File: config.mk
export PLATFORM = sky130hd
export DESIGN_NAME = sync_down_counter
export DESIGN_NICKNAME = d
export VERILOG_FILES = /design/src/rtl/sync_down_counter.sv
export SDC_FILE = /design/constraint.sdc
export NUM_CORES = 1
export LEC_CHECK = 0
export BUFFER_PORTS_ARGS = -buffer_cell sky130_fd_sc_hd__buf_2
export CORE_AREA = 2 2 48 50
export DETAILED_ROUTE_END_ITERATION = 12
export DIE_AREA = 0 0 50 52
export PLACE_DENSITY = 0.69
export SYNTH_ARGS = -nofsm -noshare
export SYNTH_HDL_FRONTEND = slang
export SYNTH_SLANG_ARGS = --single-unit
File: constraint.sdc
create_clock -name clk -period 3.7 [get_ports clk]
set_input_delay 0.74 -clock clk [delete_from_list [all_inputs] [get_ports clk]]
set_output_delay 0.74 -clock clk [all_outputs]
set_load 0.1 [all_outputs]
File: src/rtl/sync_down_counter.sv
// rtl/sync_down_counter.sv - loadable modulo-N down counter with one-shot/auto-reload modes
// Terminal-count pulse on reaching 0; busy/done decoded from the state register.
module sync_down_counter #(
  parameter int WIDTH = 6
) (
  input  logic             clk,
  input  logic             clear,
  input  logic             load,
  input  logic [WIDTH-1:0] load_val,
  input  logic             auto_reload,
  input  logic             hold,
  input  logic             stop,
  output logic [WIDTH-1:0] count,
  output logic             busy,
  output logic             done,
  output logic             tc
);

  typedef enum logic [1:0] {
    IDLE = 2'd0,
    RUN  = 2'd1,
    DONE = 2'd2
  } state_t;

  localparam logic [WIDTH-1:0] ONE = WIDTH'(1);

  state_t           state;
  state_t           state_next;
  logic [WIDTH-1:0] count_next;
  logic [WIDTH-1:0] reload;
  logic [WIDTH-1:0] reload_next;
  logic             mode;
  logic             mode_next;
  logic             tc_next;

  always_ff @(posedge clk or negedge clear) begin
    if (!clear) begin
      state  <= IDLE;
      count  <= '0;
      reload <= '0;
      mode   <= 1'b0;
      tc     <= 1'b0;
    end else begin
      state  <= state_next;
      count  <= count_next;
      reload <= reload_next;
      mode   <= mode_next;
      tc     <= tc_next;
    end
  end

  // tc defaults low so a pulse can never be stretched by hold or by DONE.
  always_comb begin
    state_next  = state;
    count_next  = count;
    reload_next = reload;
    mode_next   = mode;
    tc_next     = 1'b0;
    case (state)
      IDLE, DONE: begin
        if (stop) begin
          state_next = IDLE;
          count_next = '0;
        end else if (load) begin
          reload_next = load_val;
          mode_next   = auto_reload;
          if (load_val != '0) begin
            count_next = load_val;
            state_next = RUN;
          end else begin
            count_next = '0;
            tc_next    = 1'b1;
            state_next = DONE;
          end
        end
      end
      RUN: begin
        if (stop) begin
          state_next = IDLE;
          count_next = '0;
        end else if (hold) begin
          count_next = count;
        end else if (count > ONE) begin
          count_next = count - ONE;
        end else if (count == ONE) begin
          count_next = '0;
          tc_next    = 1'b1;
          if (!mode) state_next = DONE;
        end else if (mode) begin
          count_next = reload;
        end else begin
          state_next = DONE;
        end
      end
      default: begin
        state_next = IDLE;
        count_next = '0;
      end
    endcase
  end

  assign busy = (state == RUN);
  assign done = (state == DONE);

endmodule
==> summary.md, run 1 <==
| Metric | Value |
|---|---|
| Die footprint | `~2600 um^2` |
| Outcome | `completed` |
| Via count | `945` |
| Cells after Synth | `106` |
| CTS tree | `done` |
| Htree depth | `1` |
| Vias in the first global route | `876` |
| Post-synth ARST share | `100%` |
| Max frequency | `457 MHz` |
| Syn avg cell area | `9.40 um^2` |
| CP startpoint kind | `register` |
| Cell Area, Synth | `996 um^2` |
| Gr usage total | `20.6%` |
| Initial antenna violation count | `0` |
| Chip Width | `50 um` |
| Max Slew Vio Count | `0` |
| CTS Hold Bufs | `0` |
| Average routed wire per standard cell | `15.6 um` |
| Synthesized net count | `120` |
| Hold WC Path Type | `in2async` |
| Post-synth EDFFs | `0` |
| Longest Clk Path Bufs | `2` |
| Clock sinks | `16` |
| Post-route design area | `1140 um^2` |
| GP Congestion | `0.851` |
| Netlist cell types | `39` |
| Number of port buffers | `20` |
| Hold Vio Cnt, Final | `0` |
| Worst-skew pair later-pin latency | `0.30 ns` |
| DP HPWL | `1750 um` |
| Sequential fraction of the synthesis area | `between 40 and 50%` |
| Worst Path Max Fanout | `8` |
| Antenna-violating nets left | `0` |
| Min setup slack post-route | `1.51 ns` |
| Resized cells post-CTS | `0` |
| N_diodes | `0` |
| Root Driver | `clkbuf_4` |
| Post CTS Setup Buffer Count | `0` |
| Synth top area cells | `dfrtp_1, nor3_1, mux2_2, a221o_1, a21o_1` |
| Total Neg Setup Slack | `0 ns` |
| I/O pin total | `21` |
| Row count | `17` |
| Global-route wire length before repair | `3990 um` |
| Overflow after GRT | `0` |
| TritonCTS Buffers | `3` |
| FF+latch count, synth | `16` |
| CP Class | `reg2reg` |
| Remaining routing DRC violations | `0` |
| Crit path time final | `2.19 ns` |
| DR vias/cell | `just over 6` |
| CP required | `3.88 ns` |
| DIE HEIGHT | `52 um` |
| Post-synth top flop | `dfrtp_1` |
| Initial Utilization | `between 40% and 50%` |
| Max-Cap Viols | `0` |
| Routed WL | `2390 um` |
| Slew HR | `47.3%` |
| Worst Setup End Kind | `register` |
| NumNets Final | `between 100 and 150` |
| Yosys top cell by area | `dfrtp_1` |
| Drt pass-1 iters | `4` |
| Endpoints failing setup | `0` |
| WP data arrival | `2.37 ns` |
| Tcrit/Tclk final | `between 50% and 60%` |
| Clk slew on worst S/H paths | `0.10 ns` |
| Starting DRT DRC Count | `32` |
| Largest net degree at the start of global routing | `17` |
| Least-Margin Pin Slew | `0.784 ns` |
| Synth warnings | `0` |
| Core area | `2110 um^2` |
| Layout cells sized above 1 | `26.4%` |
| Clock skew | `0.00743 ns` |
| Yosys top cell area share | `40.2%` |
| Area delta synth->final | `14.1%` |
| Unrepaired setup endpoints after global routing | `no` |
| Placed cell area | `1110 um^2` |
| Dpl ws | `1.40 ns` |
==> flip-flops by register name, indices dropped and copies added, names as in the netlist <==
signal  flops
count       6
reload      6
state       2
mode        1
tc          1
==> cell type report <==
type	instances	area (um^2)
fill	194	970
clock buffer	3	22.5
tap	28	35.0
inverter	5	18.8
sequential	16	400
timing repair buffer	20	100
multi-input combinational	81	559
==> through the flow <==
stage	hold slack, ns	instances	utilization (%)
finish	0.330	153	54.0
global route	0.359	153	54.0
CTS	0.351	153	54.0
detailed placement	0.483	150	52.9
global placement	0.470	150	52.9
floorplan	0.444	106	-
==> critical path: stages, from the launching register on <==
cell	delay (ns)
dfrtp_1	0.46
ha_1	0.34
or4b_1	0.54
nor4_4	0.24
or2_4	0.21
mux2_4	0.29
==> metal layers <==
| layer | GRT usage [%] | up-vias | share of wire (%) |
|---|---|---|---|
| met5 | 0 | - | 0 |
| met3 | 2.30 | 5 | 7.5 |
| li1 | - | 446 | - |
| met2 | 33.6 | 49 | 47 |
| met1 | 26.0 | 445 | 43 |
| met4 | 13.0 | 0 | 2.0 |
==> layout by cell type, fill, tap and decap left out <==
cell type	n
a2111oi_0	1
a211oi_1	1
a21boi_0	1
a21o_1	4
a21oi_1	4
a21oi_2	1
a221o_1	3
a31oi_1	2
a32oi_1	1
and3_1	1
buf_2	20
clkbuf_4	3
dfrtp_1	16
ha_1	2
inv_1	5
mux2_2	4
mux2_4	1
nand2_1	7
nand2b_1	2
nand3_1	2
nand3b_1	1
nand4_1	1
nor2_1	5
nor2b_1	3
nor3_1	9
nor3b_1	2
nor4_1	2
nor4_4	1
o211ai_1	1
o21ai_0	4
o21bai_1	1
o22ai_1	2
o31ai_1	4
or2_2	1
or2_4	1
or3_1	1
or3b_2	1
or4_1	3
or4b_1	1
==> Yosys cell counts (2+ instances only) <==
library cell	count
inv_1	5
nor3_1	9
a21oi_1	4
nand2b_1	2
a31oi_1	2
nor2b_1	3
nand2_1	7
o22ai_1	2
dfrtp_1	16
a21o_1	4
mux2_2	4
or4_1	3
nor2_1	5
nor4_1	2
o21ai_0	4
nor3b_1	2
buf_2	2
nand3_1	2
a221o_1	3
ha_1	2
clkbuf_1	2
o31ai_1	4
==> path summary, 6_finish.rpt <==
path,to,start,slack (ns),cells after the start
hold reg to reg,reload[3],reload[3],0.50,1
hold / removal,count[5],clear,0.33,1
setup / recovery,count[1],count[0],1.51,5
max in group asynchronous,state[0],clear,3.11,1
min in group clk,reload[3],reload[3],0.50,1
setup reg to reg,count[1],count[0],1.51,5
==> cells by family after synthesis <==
| family | Yosys count | share of synthesized area (%) |
|---|---|---|
| AND/OR/NAND/NOR | 44 | 26.4 |
| AO/OA/AOI/OAI | 30 | 21.2 |
| flip-flops | 16 | 40.2 |
| buffers and inverters | 9 | 3.64 |
| multiplexers | 5 | 6.03 |
| adder cells (fa/ha/maj) | 2 | 2.51 |
Power of run 1 is left out: the tool's default activity adds up to more than one toggle a clock period on the data nets, which glitch-free logic cannot reach.
==> inputs of run 2 (changes only) <==
Settings changed: ABC_AREA from default to 1, CORE_AREA 2 2 48 50 to 2 2 51 53, DIE_AREA 0 0 50 52 to 0 0 53 55, PLACE_DENSITY 0.69 to 0.68.
Clock period 3.7 ns to 1.95 ns, I/O delays scaled along.
==> summary.md, run 2 <==
| Metric | Value |
|---|---|
| Tcrit/Tclk final | `87.8%` |
| Gr usage total | `a little under a fifth` |
| Reg2reg path depth | `11` |
| Max frequency | `~600 MHz` |
| Flop pwr share | `27.5%` |
| Switch share | `56.5%` |
| Row count | `18` |
| Clk slew on worst S/H paths | `0.09 ns` |
| Total Neg Setup Slack | `0 ns` |
| Pwr Density | `around 1800 nW/um^2` |
| Most frequent cells in the layout | `nand2_1, buf_2, nor2_1, dfrtp_1, inv_1` |
| Synthesized net count | `157` |
| Min setup slack post-route | `around 0.24 ns` |
| Largest net degree at the start of global routing | `17` |
| N_diodes | `0` |
| TritonCTS Buffers | `3` |
| CTS Hold Bufs | `0` |
| Psw | `0.00126 W` |
| Slew HR | `67.6%` |
| Via count | `just under 1000` |
| Post-synth ARST share | `100%` |
| Hold WC Path Type | `in2async` |
| Placed cell area | `between 1000 and 1500 um^2` |
| Post-synth EDFFs | `0` |
| Netlist cell types | `26` |
| DIE HEIGHT | `~55 um` |
| Starting DRT DRC Count | `26` |
| Vias in the first global route | `a little over 900` |
| Clock sinks | `16` |
| Layout Utilization | `52.5%` |
| Global-route wire length before repair | `4000 um` |
| Combinational power share | `between 60% and 70%` |
| Average routed wire per standard cell | `11.5 um` |
| GP Congestion | `0.860` |
| Number of port buffers | `20` |
| Unrepaired setup endpoints after global routing | `no` |
| Commonest non-fill, non-tap cell in the layout | `nand2_1` |
| CP required | `1.56 ns` |
| Endpoints failing setup | `0` |
| Flop-to-flop setup slack | `0.24 ns` |
| Sequential fraction of the synthesis area | `37.3%` |
| Cell Area, Synth | `1070 um^2` |
| Clock power share | `9.7%` |
| FF+latch count, synth | `16` |
| Area delta synth->final | `15.6%` |
| Crit path time final | `1.71 ns` |
| Post-synth top cells | `nand2_1, dfrtp_1, nor2_1` |
| Post CTS Setup Buffer Count | `0` |
| Longest Clk Path Bufs | `2` |
| Worst-skew pair later-pin latency | `approximately 0.28 ns` |
| Dpl ws | `0.274 ns` |
| Resized cells post-CTS | `0` |
| Internal power | `0.000968 W` |
| I/O pin total | `21` |
| Synth top area cells | `dfrtp_1, nand2_1, nor2_1, nand3_1, mux2_4` |
| Yosys top cell area share | `37.3%` |
| Post-synth top flop | `dfrtp_1` |
| Worst Path Max Fanout | `4` |
| Htree depth | `1` |
| Reg2reg start | `count[0]` |
| Largest regs | `count (6), reload (6), state (2)` |
| Layout cells sized above 1 | `30.7%` |
| Remaining routing DRC violations | `0` |
| Most frequent cell after synthesis | `nand2_1` |
| Initial Utilization | `a little under half` |
| WP data arrival | `1.32 ns` |
| Max-Cap Viols | `0` |
| Leakage | `about 0.67 nW` |
| Drt pass-1 iters | `4` |
| CP Class | `reg2out` |
| Least-Margin Pin Slew | `0.490 ns` |
| Die footprint | `roughly 3000 um^2` |
| Overflow after GRT | `0` |
| Post-route design area | `1240 um^2` |
| Chip Width | `between 50 and 60 um` |
| Cells after Synth | `around 140` |
| DR vias/cell | `4.98` |
| Syn avg cell area | `between 7 and 8 um^2` |
| Peak supply drop | `approximately 1.2 mV` |
| Outcome | `completed` |
| Max Slew Vio Count | `0` |
| Clock skew | `around 0.0037 ns` |
| Worst Setup End Kind | `output port` |
| R2R Path End | `count[2]` |
| Synth warnings | `0` |
| NumNets Final | `181` |
| DP HPWL | `1840 um` |
| Routed WL | `2250 um` |
| Initial antenna violation count | `0` |
| Core area | `2360 um^2` |
| Yosys top cell by area | `dfrtp_1` |
| CTS tree | `done` |
| CP startpoint kind | `register` |
| Root Driver | `clkbuf_4` |
| Hold Vio Cnt, Final | `0` |
| Antenna-violating nets left | `0` |
run 2: cell count changes after synthesis, sizes merged, moves of 3 or more:
cell,change
nand2,+48
nor2,+18
inv,+11
nand3,+9
nor3,-9
a21o,-4
o31ai,-4
a221o,-3
nor2b,-3
nor4,-3
or4,-3
run 2: how the worst max path moves through the flow:
stage                  start  endpoint  slack, ns  depth (start not counted)
floorplan           count[0]  count[0]       0.12                         11
global placement    count[0]  count[1]       0.35                         11
detailed placement  count[0]  count[2]       0.27                         11
CTS                 state[0]      busy       0.23                          3
global route        count[0]  state[0]        0.1                         11
finish              state[0]      busy       0.24                          3
run 2: cells by family (layout without fill, tap and decap cells):
kind of cell | Yosys count | in the layout | share of synthesized area [%]
AO/OA/AOI/OAI | 11 | 11 | 7.58
AND/OR/NAND/NOR | 92 | 92 | 40.3
flip-flops | 16 | 16 | 37.3
buffers and inverters | 18 | 41 | 7.23
adder cells (fa/ha/maj) | 2 | 2 | 2.33
multiplexers | 4 | 4 | 5.24
run 2: final cells by class:
class | instances | area, um^2
well taps | 30 | 37.5
flip-flops and latches | 16 | 403
inverters | 17 | 66.3
clock buffers | 4 | 36.3
multi-input cells | 109 | 598
repair buffers | 20 | 100
fillers | 241 | 1120
run 2: per-layer routing:
layer	GRT usage, %	vias up	part of all wire [%]
met5	0	-	0
met4	7.69	0	1.8
met2	31.5	26	47
li1	-	496	-
met3	2.42	5	5.8
met1	25.2	449	45
run 2: power groups by stage:
stage               registers [W]  clock network, W  logic [W]
floorplan                0.000898                 0   0.000873
global placement         0.000615                 0    0.00139
detailed placement       0.000619                 0    0.00140
CTS                      0.000615          0.000222    0.00140
global route             0.000635          0.000240    0.00154
finish                   0.000613          0.000215    0.00140
run 2: metrics by stage:
stage               cells  total power, W  hold WS (ns)
CTS                   196         0.00224       0.00980
finish                196         0.00223       0.00224
global route          196         0.00241        0.0232
global placement      192         0.00200         0.325
detailed placement    192         0.00202         0.325
floorplan             143         0.00177        0.0944
run 2: worst max-delay path, stage by stage, from the launching register on:
cell	delay (ns)
dfrtp_1	0.44
inv_2	0.07
nor2_4	0.09
buf_2	0.43
No activity file was read; power rests on OpenSTA's default activity.
